==> src/rtl/instr_fetch_unit.sv <==
// rtl/instr_fetch_unit.sv - MIPS front end: PC, instruction fetch handshake, IR and next-PC select
module instr_fetch_unit #(
    parameter logic [31:0] RESET_PC = 32'h0000_0000
) (
    input  logic        clk,
    input  logic        rst,
    input  logic        enable,
    output logic        imem_req,
    output logic [31:0] imem_addr,
    input  logic        imem_ack,
    input  logic [31:0] imem_data,
    output logic [31:0] instr,
    output logic [5:0]  OPCode,
    output logic [5:0]  FCode,
    output logic [4:0]  rs,
    output logic [4:0]  rt,
    output logic [4:0]  rd,
    output logic [4:0]  shamt,
    output logic [15:0] imm,
    output logic        instr_valid,
    input  logic [1:0]  Branch,
    input  logic        zero,
    output logic [31:0] pc,
    output logic [15:0] retire_count
);

    typedef enum logic [1:0] {
        S_IDLE   = 2'd0,
        S_FETCH  = 2'd1,
        S_DECODE = 2'd2,
        S_EXEC   = 2'd3
    } state_t;

    localparam logic [1:0] BR_BEQ  = 2'b00;
    localparam logic [1:0] BR_BNE  = 2'b01;
    localparam logic [1:0] BR_JUMP = 2'b10;

    state_t      state_q, state_d;
    logic [31:0] pc_q, pc_d;
    logic [31:0] ir_q, ir_d;
    logic [15:0] retire_count_q, retire_count_d;

    logic [31:0] pc4;
    logic [31:0] branch_target;
    logic [31:0] jump_target;
    logic [31:0] next_pc;

    // Next-PC selection from the decoder branch code and the ALU zero flag
    always_comb begin
        pc4           = pc_q + 32'd4;
        branch_target = pc4 + {{14{ir_q[15]}}, ir_q[15:0], 2'b00};
        jump_target   = {pc4[31:28], ir_q[25:0], 2'b00};
        next_pc       = pc4;
        case (Branch)
            BR_BEQ:  if (zero)  next_pc = branch_target;
            BR_BNE:  if (!zero) next_pc = branch_target;
            BR_JUMP: next_pc = jump_target;
            default: next_pc = pc4;
        endcase
    end

    // Fetch/decode/execute sequencing; PC and retire count advance only when EXEC closes
    always_comb begin
        state_d        = state_q;
        pc_d           = pc_q;
        ir_d           = ir_q;
        retire_count_d = retire_count_q;
        case (state_q)
            S_IDLE: begin
                if (enable) state_d = S_FETCH;
            end
            S_FETCH: begin
                if (imem_ack) begin
                    ir_d    = imem_data;
                    state_d = S_DECODE;
                end
            end
            S_DECODE: begin
                state_d = S_EXEC;
            end
            S_EXEC: begin
                pc_d           = next_pc;
                retire_count_d = retire_count_q + 16'd1;
                state_d        = enable ? S_FETCH : S_IDLE;
            end
            default: state_d = S_IDLE;
        endcase
    end

    // State, PC, IR and retire counter registers with asynchronous reset
    always_ff @(posedge clk or posedge rst) begin
        if (rst) begin
            state_q        <= S_IDLE;
            pc_q           <= RESET_PC;
            ir_q           <= 32'd0;
            retire_count_q <= 16'd0;
        end else begin
            state_q        <= state_d;
            pc_q           <= pc_d;
            ir_q           <= ir_d;
            retire_count_q <= retire_count_d;
        end
    end

    // Handshake and valid strobes come straight from the state register so they cannot glitch
    always_comb begin
        imem_req    = (state_q == S_FETCH);
        instr_valid = (state_q == S_EXEC);
    end

    assign imem_addr    = pc_q;
    assign pc           = pc_q;
    assign retire_count = retire_count_q;
    assign instr        = ir_q;
    assign OPCode       = ir_q[31:26];
    assign FCode        = ir_q[5:0];
    assign rs           = ir_q[25:21];
    assign rt           = ir_q[20:16];
    assign rd           = ir_q[15:11];
    assign shamt        = ir_q[10:6];
    assign imm          = ir_q[15:0];

endmodule

==> config.mk <==
export PLATFORM = sky130hd
export DESIGN_NAME = instr_fetch_unit
export DESIGN_NICKNAME = d
export VERILOG_FILES = /design/src/rtl/instr_fetch_unit.sv
export SDC_FILE = /design/constraint.sdc
export NUM_CORES = 1
export LEC_CHECK = 0
export ABC_CLOCK_PERIOD_IN_PS = 4580
export CAP_MARGIN = 20
export CORE_MARGIN = 3
export CORE_UTILIZATION = 48
export DETAILED_ROUTE_END_ITERATION = 8
export GPL_TIMING_DRIVEN = 0
export HOLD_SLACK_MARGIN = 0.06
export MAX_ROUTING_LAYER = met4
export PLACE_DENSITY = 0.82
export SLEW_MARGIN = 20
export SYNTH_ARGS = -nofsm -noshare
export SYNTH_HDL_FRONTEND = slang
export SYNTH_SLANG_ARGS = --single-unit
==> constraint.sdc <==
create_clock -name clk -period 4.58 [get_ports clk]
set_input_delay 0.916 -clock clk [delete_from_list [all_inputs] [get_ports clk]]
set_output_delay 0.916 -clock clk [all_outputs]
set_load 0.01 [all_outputs]
==> results.md <==
- Status: completed
- Seq/Total Area, Yosys: 31.5%
- Routed via count: 6003
- First-pass GRT wire length: 29500 um
- Die width: 121 um
- CTS tree: done
- Final worst slack: 0.276 ns
- Synth Area in Adders: 7.59%
- Syn-to-layout area delta: 39.5%
- DPL Wire Length: 13800 um
- Clock Root Buffer: clkbuf_16
- Post-synthesis compound-gate area fraction: 16.7%
- Setup CP Type: register to register
- Clk Latency, worst-skew pair: 0.35 ns
- Final Cycle Share: 94.0%
- Initial core utilization: 49.8%
- Hold EP: retire_count[15]
- Cell Area, Synth: 6360 um^2
- Fin Clk Skew: 0.0104 ns
- DR WL/cell: 16.8 um
- Largest family of logic cells by synthesized area: compound AO/OA/AOI/OAI gates
- Clock Sinks: 80
- Fmax: 0.232 GHz
- Avg Inst Size Synth: 8.99 um^2
- DR DRC count: 0
- Nets: 995
- Diodes inserted: 0
- Async SR Flop Fraction: 100%
- Worst VDD drop: 0.000432 V
- Final Hold Viols: 0
- Utilization after layout: 69.5%
- Pwr dens: 897 nW/um^2
- Overall Global Routing Usage: 25.7%
- 1st-iter DRT viols: 594
- Largest net degree at the start of global routing: 42
- Number of enable flip-flop cells after synthesis: 0
- Global route overflow: 0
- Reg2Reg Setup Slack: 0.28 ns
- Core area: 12800 um^2
- Main synth FF type: dfrtp_1
- Layout cells sized above 1: 17.8%
- Via density: 5.48
- # setup viols final: 0
- Num CTS Buffers: 9
- Drt first pass iters: 5
- #FFs+latches synth: 80
- Hold Path Class: register to register
- Yosys cell types: 70
- Row Count: 41
- Remaining antenna violation count: 0
- Number of max-cap violations: 0
- H-tree levels: 3
- Reg2reg start: imem_addr[2]
- Fillers: 989
- Xor/xnor share of the synthesized area: 9.91%
- Post-synthesis simple-gate area fraction: 14.4%
- Final min period: 4.30 ns
- Slew headroom: 26.6%
- Syn Inst Count: 708
- Synth warnings: 0
- I/O pin cnt: 201
- Hold_sp: retire_count[15]
- Die height: 121 um
- CP endpoint kind: register
- Worst-case reg-to-reg path depth: 18
- Dpl ws: 0.212 ns
- Design Power: 7960 uW
- Post-synthesis mux area share: 6.82%
- Area of the die: 14700 um^2
- Critical-path cell list: ha_1 > nand4_1 > nor2_2 > and3_1 > nand2_1 > nor2_2 > xor2_1 > ha_1 > buf_6 > a21o_2 > a41o_1 > a221o_1 > a41o_1 > a21boi_2 > nand2_1 > o211ai_1 > mux2i_1 > xnor2_1
- RR Endpoint: imem_addr[31]
- Critical path's largest stage delay: 0.45 ns
- LEAKAGE: 0.00384 uW
- WP data required: 4.85 ns
- Critical Path Slowest Stage Cell: dfrtp_1
- Initial antenna violation count: 0
- WP data arrival: 4.58 ns
- Pins Over Slew Limit: 0
- Gpl congestion: 0.937
- Post-Route WL: 18400 um
- Vias in the first global route: 5770
- Crit path max fanout: 8
- Worst-Margin Slew: 1.09 ns
- Startpoint types: register
- Hold path cells: 1
- Worst-path clk slew: 0.07 ns
- Port buffer count: 195
- Max clock buf depth: 2
-- placed cells by master (no fill, tap or decap), types with 4 or more instances in the layout --
master / count
xor2_1: 22
mux2_2: 35
clkbuf_16: 9
nand4_1: 10
dfrtp_1: 80
a22oi_1: 4
clkdlybuf4s50_1: 195
conb_1: 4
nand2_1: 64
a222oi_1: 6
nand3_1: 22
o21bai_1: 7
and3_1: 10
clkbuf_1: 13
a21o_1: 7
ha_1: 37
mux2i_1: 4
inv_1: 25
nor2_1: 55
xnor2_1: 50
buf_4: 82
o21ai_0: 31
o21ai_1: 5
nor3_1: 4
a221oi_1: 12
a31oi_1: 7
a21oi_1: 36
-- where the power goes --
group          internal (uW)  switching [uW]  leakage, uW
logic                   3040            2610      0.00273
registers               1020             534     0.000962
clock network            428             327     0.000143
total                   4490            3470      0.00384
-- worst max-delay path: cells and delay by family, from the launching register on --
| kind | cells | cell delay (ns) |
|---|---|---|
| AO/OA/AOI/OAI | 6 | 1.25 |
| adder cells (fa/ha/maj) | 2 | 0.52 |
| flip-flops | 1 | 0.45 |
| multiplexers | 1 | 0.24 |
| AND/OR/NAND/NOR | 6 | 1.28 |
| buffers and inverters | 1 | 0.14 |
| XOR/XNOR | 2 | 0.34 |
-- final cells by class --
cell class,count,area [um^2],area share [%]
inverters,26,100,1.13
clock buffers,9,225,2.54
clock inverters,7,80.1,0.902
repair buffers,196,1970,22.2
multi-input cells,502,3550,40.0
well taps,172,215,2.42
flip-flops and latches,80,2000,22.6
plain buffers,103,733,8.26
-- kinds of logic after synthesis --
logic type	Yosys count
simple gates	195
compound gates	154
buf+inv	129
flops	80
xor+xnor	72
mux	39
fa+ha+maj	38
other cells	1
-- layer usage --
layer  vias up  global-route usage, %  routed length [um]
met4         0                   6.72                 306
met1      2848                   33.9                7970
met3        24                   4.34                1440
met5         -                      -                   0
met2       295                   41.4                8660
li1       2836                      -                   -
-- worst max-delay path by stage --
stage | startpoint | end | slack (ns) | depth (start not counted)
6_report | imem_addr[2] | imem_addr[31] | 0.28 | 18
5_1_grt | imem_addr[2] | imem_addr[31] | -0.005 | 17
4_1_cts | imem_addr[2] | imem_addr[31] | 0.18 | 18
3_5_place_dp | imem_addr[2] | imem_addr[31] | 0.21 | 18
3_3_place_gp | imem_addr[2] | imem_addr[31] | 0.23 | 18
2_1_floorplan | imem_addr[3] | imem_addr[31] | 0.88 | 18
-- metrics by stage --
stage	hold slack (ns)	instances	instance area, um^2	TNS (ns)
3_5_place_dp	0.459	1079	8560	0
5_1_grt	0.498	1095	8870	-0.00466
6_report	0.465	1095	8870	0
3_3_place_gp	0.457	1078	8540	0
4_1_cts	0.470	1095	8870	0
2_1_floorplan	0.504	711	6370	0
-- cell usage after synthesis, types with 3 or more instances --
cell type  instances  area [um^2]
buf_4             82          616
dfrtp_1           80         2000
nand2_1           64          240
nor2_1            57          214
xnor2_1           50          438
ha_1              37          463
a21oi_1           36          180
mux2_2            35          394
o21ai_0           31          155
inv_1             26         97.6
nand3_1           22          110
xor2_1            22          193
clkbuf_1          13         48.8
a221oi_1          12          105
and3_1            10         62.6
nand4_1           10         62.6
a21o_1             7         52.6
a31oi_1            7         43.8
o21bai_1           7         52.6
a222oi_1           6         60.1
o21ai_1            5         25.0
a22oi_1            4         30.0
mux2i_1            4         40.0
nor3_1             4         20.0
a21o_2             3         26.3
a221o_1            3         30.0
a41oi_1            3         26.3
and3_2             3         22.5
buf_1              3         11.3
clkbuf_8           3         41.3
nand2b_1           3         18.8
nor2b_1            3         18.8
o211ai_1           3         22.5
o22ai_1            3         18.8
or2_2              3         18.8
-- registers in the layout, summed over array words and instances, names as in the netlist --
signal        count
imem_addr        30
instr            32
retire_count     16
state_q           2
-- timing repair --
| item | 4_1_cts | 5_1_grt |
|---|---|---|
| setup buffers | 0 | 0 |
| gates resized for setup | 0 | 2 |
| hold buffers | 0 | 0 |
| endpoints found under the setup margin | 0 | 2 |
No activity file was read; power rests on OpenSTA's default activity.
